### src/rtl/spi_master.sv
// SPI bus master: one DW-bit word per frame on a valid/ready interface, MSB first,
// with scl generated from clk by a programmable half-period divider.
module spi_master #(
    parameter int CPOL     = 1,
    parameter int CPHA     = 1,
    parameter int DW       = 8,
    parameter int CLK_DIV  = 4,
    parameter int SS_SETUP = 2,
    parameter int SS_HOLD  = 2
) (
    input  logic          clk,
    input  logic          rstn,
    input  logic          tx_valid,
    output logic          tx_ready,
    input  logic [DW-1:0] tx_data,
    output logic          rx_valid,
    output logic [DW-1:0] rx_data,
    output logic          busy,
    output logic          scl,
    output logic          ss,
    output logic          mosi,
    input  logic          miso
);

    localparam logic [2:0] ST_IDLE  = 3'd0;
    localparam logic [2:0] ST_SETUP = 3'd1;
    localparam logic [2:0] ST_SHIFT = 3'd2;
    localparam logic [2:0] ST_HOLD  = 3'd3;
    localparam logic [2:0] ST_GAP   = 3'd4;

    localparam int EW     = $clog2(2 * DW + 1);
    localparam int HW     = $clog2(CLK_DIV);
    localparam int SS_MAX = (SS_SETUP > SS_HOLD) ? SS_SETUP : SS_HOLD;
    localparam int CW     = $clog2(SS_MAX + 1);

    localparam logic [EW-1:0] LAST_EDGE = EW'(2 * DW - 1);
    localparam logic [HW-1:0] HALF_TC   = HW'(CLK_DIV - 1);
    localparam logic [CW-1:0] SETUP_TC  = CW'(SS_SETUP - 1);
    localparam logic [CW-1:0] HOLD_TC   = CW'(SS_HOLD - 1);
    localparam logic          SCL_IDLE  = (CPOL != 0);

    logic [2:0]    state_reg, state_next;
    logic [CW-1:0] cnt_reg, cnt_next;
    logic [HW-1:0] half_reg, half_next;
    logic [EW-1:0] edge_reg, edge_next;
    logic [DW-1:0] tx_sr_reg, tx_sr_next;
    logic [DW-1:0] rx_sr_reg, rx_sr_next;
    logic [DW-1:0] rx_data_reg, rx_data_next;
    logic          scl_reg, scl_next;
    logic          ss_reg, ss_next;
    logic          mosi_reg, mosi_next;
    logic          tx_ready_reg, tx_ready_next;
    logic          rx_valid_reg, rx_valid_next;
    logic          busy_reg, busy_next;

    logic accept;
    logic half_tc;
    logic is_lead;
    logic last_edge;
    logic sample_edge;
    logic shift_edge;

    assign accept    = tx_valid && tx_ready_reg;
    assign half_tc   = (half_reg == HALF_TC);
    // Edge numbering starts at 1, so an even count before the toggle means a leading edge.
    assign is_lead   = ~edge_reg[0];
    assign last_edge = (edge_reg == LAST_EDGE);

    assign sample_edge = (CPHA == 0) ? is_lead : ~is_lead;
    assign shift_edge  = ~sample_edge && !((CPHA == 0) && last_edge);

    always_comb begin
        state_next    = state_reg;
        cnt_next      = cnt_reg;
        half_next     = half_reg;
        edge_next     = edge_reg;
        tx_sr_next    = tx_sr_reg;
        rx_sr_next    = rx_sr_reg;
        rx_data_next  = rx_data_reg;
        scl_next      = scl_reg;
        ss_next       = ss_reg;
        mosi_next     = mosi_reg;
        rx_valid_next = 1'b0;

        case (state_reg)
            ST_IDLE: begin
                ss_next   = 1'b1;
                scl_next  = SCL_IDLE;
                mosi_next = 1'b0;
                if (accept) begin
                    state_next = ST_SETUP;
                    ss_next    = 1'b0;
                    cnt_next   = '0;
                    half_next  = '0;
                    edge_next  = '0;
                    // With CPHA=0 the MSB must already be on mosi before the first edge.
                    if (CPHA == 0) begin
                        mosi_next  = tx_data[DW-1];
                        tx_sr_next = tx_data << 1;
                    end else begin
                        mosi_next  = mosi_reg;
                        tx_sr_next = tx_data;
                    end
                end
            end

            ST_SETUP: begin
                if (cnt_reg == SETUP_TC) begin
                    state_next = ST_SHIFT;
                    cnt_next   = '0;
                end else begin
                    cnt_next = cnt_reg + 1'b1;
                end
            end

            ST_SHIFT: begin
                if (half_tc) begin
                    half_next = '0;
                    scl_next  = ~scl_reg;
                    edge_next = edge_reg + 1'b1;
                    if (sample_edge) begin
                        rx_sr_next = {rx_sr_reg[DW-2:0], miso};
                    end
                    if (shift_edge) begin
                        mosi_next  = tx_sr_reg[DW-1];
                        tx_sr_next = tx_sr_reg << 1;
                    end
                    if (last_edge) begin
                        state_next = ST_HOLD;
                        cnt_next   = '0;
                    end
                end else begin
                    half_next = half_reg + 1'b1;
                end
            end

            ST_HOLD: begin
                if (cnt_reg == HOLD_TC) begin
                    state_next    = ST_GAP;
                    cnt_next      = '0;
                    ss_next       = 1'b1;
                    rx_valid_next = 1'b1;
                    rx_data_next  = rx_sr_reg;
                end else begin
                    cnt_next = cnt_reg + 1'b1;
                end
            end

            ST_GAP: begin
                state_next = ST_IDLE;
                mosi_next  = 1'b0;
            end

            default: begin
                state_next = ST_IDLE;
                ss_next    = 1'b1;
                scl_next   = SCL_IDLE;
                mosi_next  = 1'b0;
            end
        endcase

        tx_ready_next = (state_next == ST_IDLE);
        busy_next     = (state_next != ST_IDLE);
    end

    always_ff @(posedge clk or negedge rstn) begin
        if (!rstn) begin
            state_reg    <= ST_IDLE;
            cnt_reg      <= '0;
            half_reg     <= '0;
            edge_reg     <= '0;
            tx_sr_reg    <= '0;
            rx_sr_reg    <= '0;
            rx_data_reg  <= '0;
            scl_reg      <= SCL_IDLE;
            ss_reg       <= 1'b1;
            mosi_reg     <= 1'b0;
            tx_ready_reg <= 1'b0;
            rx_valid_reg <= 1'b0;
            busy_reg     <= 1'b0;
        end else begin
            state_reg    <= state_next;
            cnt_reg      <= cnt_next;
            half_reg     <= half_next;
            edge_reg     <= edge_next;
            tx_sr_reg    <= tx_sr_next;
            rx_sr_reg    <= rx_sr_next;
            rx_data_reg  <= rx_data_next;
            scl_reg      <= scl_next;
            ss_reg       <= ss_next;
            mosi_reg     <= mosi_next;
            tx_ready_reg <= tx_ready_next;
            rx_valid_reg <= rx_valid_next;
            busy_reg     <= busy_next;
        end
    end

    assign tx_ready = tx_ready_reg;
    assign rx_valid = rx_valid_reg;
    assign rx_data  = rx_data_reg;
    assign busy     = busy_reg;
    assign scl      = scl_reg;
    assign ss       = ss_reg;
    assign mosi     = mosi_reg;

endmodule
### config.mk
export PLATFORM = sky130hd
export DESIGN_NAME = spi_master
export DESIGN_NICKNAME = d
export VERILOG_FILES = /design/src/rtl/spi_master.sv
export SDC_FILE = /design/constraint.sdc
export NUM_CORES = 1
export LEC_CHECK = 0
export ABC_AREA = 1
export ABC_CLOCK_PERIOD_IN_PS = 3800
export BUFFER_PORTS_ARGS = -buffer_cell sky130_fd_sc_hd__buf_2
export CAP_MARGIN = 40
export CORE_MARGIN = 1
export CORE_UTILIZATION = 55
export DETAILED_ROUTE_END_ITERATION = 8
export GPL_ROUTABILITY_DRIVEN = 1
export PLACE_DENSITY = 0.76
export SYNTH_ARGS = -nofsm -noshare
export SYNTH_HDL_FRONTEND = slang
export SYNTH_SLANG_ARGS = --single-unit
### constraint.sdc
create_clock -name clk -period 3.8 [get_ports clk]
set_input_delay 1.14 -clock clk [delete_from_list [all_inputs] [get_ports clk]]
set_output_delay 1.14 -clock clk [all_outputs]
set_load 0.02 [all_outputs]
-- Word-level counts from Yosys, hierarchy flattened
Index checks and enable logic that the tools add are counted.
- register bits after elaboration: 42
- bits of input ports: 12
- word-level logic and storage cells: 82
- output and inout bits: 14
- bitwise operators: 4
- reductions and logical operators: 18
- muxes and demuxes: 31
- eq/ne operators: 13
- add/sub/neg operators: 3
- operators by type and width (cell ; number):
    8-bit two-way mux ; 3
    8-bit case mux with 2 select lines ; 1
    3-bit two-way mux ; 5
    2-bit != test, second input constant ; 6
    3-bit case mux with 4 select lines ; 1
    4-bit AND reduction ; 3
    2-bit two-way mux ; 5
    5-bit two-way mux ; 2
    5-bit case mux with 2 select lines ; 1
    1-bit two-way mux ; 8
    2-bit AND reduction ; 4
    3-bit by 2-bit == test with 1-bit output, second input constant ; 2
    3-bit zero test ; 2
    1-bit case mux with 3 select lines ; 2
    2-bit case mux with 3 select lines ; 1
    3-bit AND reduction ; 2
    3-bit nonzero test ; 2
    3-bit OR reduction ; 2
    5-bit by 1-bit adder with 5-bit output, second input constant ; 1
    5-bit by 4-bit == test with 1-bit output, second input constant ; 1
    2-bit by 1-bit adder with 2-bit output, second input constant ; 2
    1-bit NOT ; 4
    2-bit case mux with 2 select lines ; 1
    3-bit by 1-bit == test with 1-bit output, second input constant ; 1
    7 further kinds ; 7

-- Longest topological paths before layout
Gate-level depths: netlist (run 1).
- word-level depth: 5
- mapped depth: 9
- depth with buffers taken out: 9

-- Least setup slack after synthesis (run 1)
No wires, ideal clock.
- path kind: input-to-reg
- from: in tx_valid
- to: reg tx_sr_reg[1]
- path buffers: 0
- path slack: 1958 ps
- required time: 3682 ps
- setup time: 118 ps
- stages: 7
- arrival time: 1724 ps
- path through: nand2_1 inv_1 nand3_2 nand2_2 nand2_4 nand2_1 nand2_1
- word-level cells in the longest chain between the ends: 3
- ends and longest elaborated chain (item ; RTL line ; text):
    start, declared ; 13 ; input logic tx_valid,
    1-bit logical AND ; 63 ; assign accept = tx_valid && tx_ready_reg;
    2-bit != test (no source line) ; n/a ;
    4-bit AND reduction (no source line) ; n/a ;
    end signal, assigned ; 186 ; tx_sr_reg <= tx_sr_next;
    end, declared ; 46 ; logic [DW-1:0] tx_sr_reg, tx_sr_next;
No other way between the ends.
A chain may end at the register's enable or synchronous reset.

-- Worst setup path in the final report (run 1)
- from: reg scl_reg (netlist: scl)
- to: out scl
- RTL lines (item ; RTL line ; text):
    start, declared ; 49 ; logic scl_reg, scl_next;
    start signal, assigned ; 189 ; scl_reg <= scl_next;
    end, declared ; 19 ; output logic scl,
No word-level cell between the ends.

==> flow_summary.toml, run 1 <==
[drt]
ant_nets = 0
drt_iter0_markers = 84
dr.pass1.iters = 4
wl_met1_mm = 1.60
highest_layer = "met4"
vias = 1500
met3WireLength_um = 120
vias_per_cell = 4.92
wire_per_inst_um = 10.9
wl_met2_mm = 1.55
drc_errors = 0
wl_mm = 3.32

[placed_design]
place_congestion = 0.797
placed_area_mm2 = 0.00216
port-buffer-count = 25
dp_hpwl_mm = 2.37

[timing]
fin_skew_ps = 6.66
drv_slew = 0
hold_slack_ps = 476
fmax_mhz = 454
rsz0062_at_grt = "false"
finalSetupViolCount = 0
hold_viol = 0
tightest_slew_ps = 338
post-route-period-util_pct = 58.0
setup_tns_ps = 0
period_needed_ps = 2200
slew_headroom_pct = 77.4

[setup_path]
arrival_ps = 1060
crit_family = "flip-flops"
r2r_setup_slack_ps = 2220
cp_slowest_cell = "dfstp_2"
critPathBufInv = 1
critPathCaptureType = "output pin"
r2r_cells = 6
rr_endpoint = "rx_sr_reg[0]"
path_cells = "buf_2"
cp.required_ps = 2660
r2r_start = "state_reg[2]"
worstPathMaxFanout = 3
startpoint_type = "flop"
worstSetupPathType = "reg2out"
max_stage_delay_ps = 560

[global_route]
antenna_found_initial = 0
grt_pass1_wl_mm = 6.09
grt_max_degree = 30
track_usage_pct = 19.9
overflow = 0
grt_pass1_vias = 1419

[clock_network]
cts_hold_buffers = 0
cts_sinks = 42
htreeDepth = 2
clkLatencyLatePin_ps = 350
cts_tree = "built"
cts_made_buffers = 5
cts-root-buf = "clkbuf_4"
cts_resized = 0
cts_setup_buffers = 0
cts_max_path_buffers = 2
clk_pin_slew_ps = 120

[power_and_ir_drop]
p_per_area_mw_per_mm2 = 338
peakVddDrop_uv = 292
power_leakage_nw = 1.28

[cells_and_area]
syn2layout_area_growth_pct = 12.0
drive_above_1_share_pct = 23.6
layout_commonest_cell = "nand2_1"
stdcell_area_mm2 = 0.00223
finalNetCount = 273
diodes = 0
nFillCells = 334
final_cell_mix = "nand2_1 (86), dfrtp_1 (40), buf_2 (25), inv_1 (21), nand3_1 (19)"

[die]
die_h_um = 62.2
core_area_mm2 = 0.00342
num_io_pins = 26
die_w_um = 62.2
initial_utilization_pct = 58.4
dieArea_mm2 = 0.00387
rows = 21

[run_status]
outcome = "complete, no violations"

[synth]
netlist_area_mm2 = 0.00200
ys.flop_type = "dfrtp_1"
synth_nets = 244
yosysWarnings = 0
ys_types = 23
syn_inst = 229
synth_edf_count = 0
ys_seq_area_share_pct = 52.8
avgSynthCellArea_um2 = 8.71
postSynth.asyncResetShare_pct = 100
ys_seq_elements = 42

[flow_run]
max_cap_viol_count = 0

[hold_path]
hold_start = "ss"
whs_endpoint = "ss"
holdCritPathClass = "reg2reg"
worstHoldPathCells = 2
## cell type report
type | instances | area (um2) | share of cell area [%]
clock inverter | 3 | 40.0 | 1.79
clock buffer | 5 | 37.5 | 1.68
timing repair buffer | 26 | 145 | 6.49
inverter | 25 | 98.8 | 4.42
tap | 46 | 57.6 | 2.58
multi-input combinational | 158 | 802 | 35.9
sequential | 42 | 1050 | 47.1
## metrics by stage
stage / worst slack, ps / util (%) / cells / total power, mW
6_report: 1600 / 65.4 / 305 / 0.755
4_1_cts: 1570 / 65.4 / 305 / 0.765
3_5_place_dp: 1730 / 63.2 / 297 / 0.485
5_1_grt: 1550 / 65.4 / 305 / 0.784
3_3_place_gp: 1770 / 62.6 / 296 / 0.482
2_1_floorplan: 1960 / - / 229 / 0.467
## worst max-delay path by stage
stage	from	to	slack (ps)	cells after the start
6_report	scl	scl	1600	1
4_1_cts	scl	scl	1570	1
3_3_place_gp	tx_valid	tx_sr_reg[4]	1770	8
5_1_grt	ss	ss	1550	1
3_5_place_dp	tx_valid	tx_sr_reg[4]	1730	8
2_1_floorplan	tx_valid	tx_sr_reg[1]	1960	7
## synth_stat cells (2+ instances only)
cell,n,area [um2]
dfstp_2,2,52.6
nand2_1,86,323
o21ai_1,9,45.0
nand4_1,4,25.0
buf_6,3,33.8
nand3_1,19,95.1
o21ai_2,8,70.1
nand3_4,2,35.0
ha_1,3,37.5
nor2_1,8,30.0
o21ai_0,6,30.0
nand2_2,5,31.3
inv_1,21,78.8
inv_2,3,11.3
dfrtp_1,40,1000
nor2_4,2,22.5
a21oi_1,2,10.0
## power by group
part           switching [mW]  internal, mW  total (mW)
logic                  0.0143       0.00886      0.0232
registers             0.00189         0.450       0.452
clock network           0.143         0.136       0.280
total                   0.159         0.595       0.755
## logic make-up after synthesis
kind of cell | Yosys count | synth area share, %
compound gates | 25 | 7.77
fa+ha+maj | 3 | 1.88
buf+inv | 29 | 7.02
flops | 42 | 52.8
simple gates | 130 | 30.5
## per-layer routing
| layer | up-vias | global-route usage [%] |
|---|---|---|
| met4 | 0 | 7.27 |
| met2 | 22 | 32.7 |
| met5 | - | 0 |
| met3 | 5 | 5.51 |
| li1 | 782 | - |
| met1 | 691 | 25.1 |
Power figures use the tool's default switching activity.
==> run 2, diff against run 1 <==
--- a/config.mk
+++ b/config.mk
@@ -6,14 +6,14 @@
 export NUM_CORES = 1
 export LEC_CHECK = 0
 export ABC_AREA = 1
-export ABC_CLOCK_PERIOD_IN_PS = 3800
+export ABC_CLOCK_PERIOD_IN_PS = 2000
 export BUFFER_PORTS_ARGS = -buffer_cell sky130_fd_sc_hd__buf_2
 export CAP_MARGIN = 40
 export CORE_MARGIN = 1
-export CORE_UTILIZATION = 55
+export CORE_UTILIZATION = 51
 export DETAILED_ROUTE_END_ITERATION = 8
 export GPL_ROUTABILITY_DRIVEN = 1
-export PLACE_DENSITY = 0.76
+export PLACE_DENSITY = 0.75
 export SYNTH_ARGS = -nofsm -noshare
 export SYNTH_HDL_FRONTEND = slang
 export SYNTH_SLANG_ARGS = --single-unit
==> constraint.sdc (replaced) <==
create_clock -name clk -period 2 [get_ports clk]
set_input_delay 0.6 -clock clk [delete_from_list [all_inputs] [get_ports clk]]
set_output_delay 0.6 -clock clk [all_outputs]
set_load 0.02 [all_outputs]
==> run 2 against run 1 <==
  * Largest cell class unchanged
  * Clock-buffer cell count did not move
  * Clock skew rose by 2.5 ps
  * Cell area rose by 0.67%
==> flow_summary.toml, run 2 (synthesis gave the netlist of run 1 again) <==
[run_status]
outcome = "complete, no violations"

[placed_design]
dp.cells = 299
place_congestion = 0.848
placed_area_mm2 = 0.00216
port-buffer-count = 25
dp_hpwl_mm = 2.57

[timing]
fmax_mhz = 622
fin_skew_ps = 9.14
drv_slew = 0
post-route-period-util_pct = 80.4
finalSetupViolCount = 0
rsz0062_at_grt = "false"
hold_viol = 0
tightest_slew_ps = 452
slew_headroom_pct = 69.9
setup_tns_ps = 0
period_needed_ps = 1610

[power_and_ir_drop]
p_sw_share_pct = 22.7
p_sw_mw = 0.327
p_clk_share_pct = 37.4
p_seq_share_pct = 59.5
power_leakage_nw = 1.28
intPower_mw = 1.12
p_per_area_mw_per_mm2 = 642
peakVddDrop_uv = 495
comb_power_share_pct = 3.1

[setup_path]
cp_slowest_cell = "dfstp_2"
max_stage_delay_ps = 550
worstPathMaxFanout = 3
critPathBufInv = 1
critPathCaptureType = "output pin"
startpoint_type = "flop"
worstSetupPathType = "reg2out"
crit_family = "flip-flops"
path_cells = "buf_2"
arrival_ps = 1010
cp.required_ps = 1400

[cells_and_area]
stdcell_area_mm2 = 0.00225
diodes = 0
drive_above_1_share_pct = 23.6
syn2layout_area_growth_pct = 12.7
final_cells = 307
layout_commonest_cell = "nand2_1"
finalNetCount = 273
final_cell_mix = "nand2_1 (86), dfrtp_1 (40), buf_2 (25), inv_1 (21), nand3_1 (19)"
nFillCells = 336

[global_route]
grt_pass1_vias = 1520
track_usage_pct = 21.3
antenna_found_initial = 0
grt_pass1_wl_mm = 6.73
overflow = 0
grt_max_degree = 24

[clock_network]
clk_pin_slew_ps = 80
clkLatencyLatePin_ps = 300
cts_hold_buffers = 0
cts-root-buf = "clkbuf_8"
cts_setup_buffers = 0
cts_max_path_buffers = 2
cts_made_buffers = 5
cts_sinks = 42
cts_tree = "built"
cts_resized = 0
htreeDepth = 2

[drt]
drt_iter0_markers = 132
wire_per_inst_um = 11.8
vias = 1531
dr.pass1.iters = 4
vias_per_cell = 4.99
drc_errors = 0
ant_nets = 0
wl_mm = 3.62

[die]
die_w_um = 64.6
dieArea_mm2 = 0.00417
die_h_um = 64.6
initial_utilization_pct = 53.7
rows = 22
core_area_mm2 = 0.00372
num_io_pins = 26

[flow_run]
max_cap_viol_count = 0

[hold_path]
holdCritPathClass = "in2async"
## run 2: changes by cell type in the layout (fill, tap and decap cells not counted)
cell	delta
clkbuf_4	-5
clkinv_4	+1
clkinvlp_4	+1
clkinv_2	-1
clkbuf_8	+5
bufinv_16	-1
## run 2: stage by stage
step	setup WS (ps)	total power [mW]	utilization [%]	hold slack [ps]
3_5_place_dp	460	0.922	58.1	455
2_1_floorplan	655	0.887	-	304
4_1_cts	382	1.46	60.5	246
6_report	393	1.44	60.5	236
3_3_place_gp	466	0.920	58.1	452
5_1_grt	309	1.50	60.5	276
## run 2: power groups by stage
stage	registers [mW]	clock network, mW	logic (mW)
global placement	0.875	0	0.0454
detailed placement	0.875	0	0.0466
CTS	0.858	0.556	0.0465
global route	0.859	0.593	0.0517
finish	0.859	0.541	0.0446
floorplan	0.874	0	0.0128
## run 2: worst paths after layout
check / from / endpoint / slack [ps] / depth (start not counted)
worst max register to register: state_reg[2] / rx_sr_reg[5] / 460 / 6
worst min register to register: ss / ss / 460 / 2
max in group asynchronous: rstn / ss / 1220 / 2
worst max-delay path: scl / scl / 390 / 1
min in group clk: ss / ss / 460 / 2
worst min-delay path: rstn / rx_data[6] / 240 / 1
## run 2: routing by layer
layer  up-vias  wire length (um)  global-route usage [%]
li1        782                 -                       -
met1       712              1660                    26.2
met2        28              1780                    35.8
met3         9               104                    4.23
met4         0                83                    10.6
met5         -                 0                       0
## run 2: layout make-up
| class | count | area [um2] | share of cell area (%) |
|---|---|---|---|
| clock buffer | 5 | 68.8 | 3.06 |
| multi-input combinational | 158 | 802 | 35.7 |
| inverter | 25 | 98.8 | 4.39 |
| sequential | 42 | 1050 | 46.8 |
| clock inverter | 3 | 21.3 | 0.945 |
| timing repair buffer | 26 | 145 | 6.45 |
| tap | 48 | 60.1 | 2.67 |
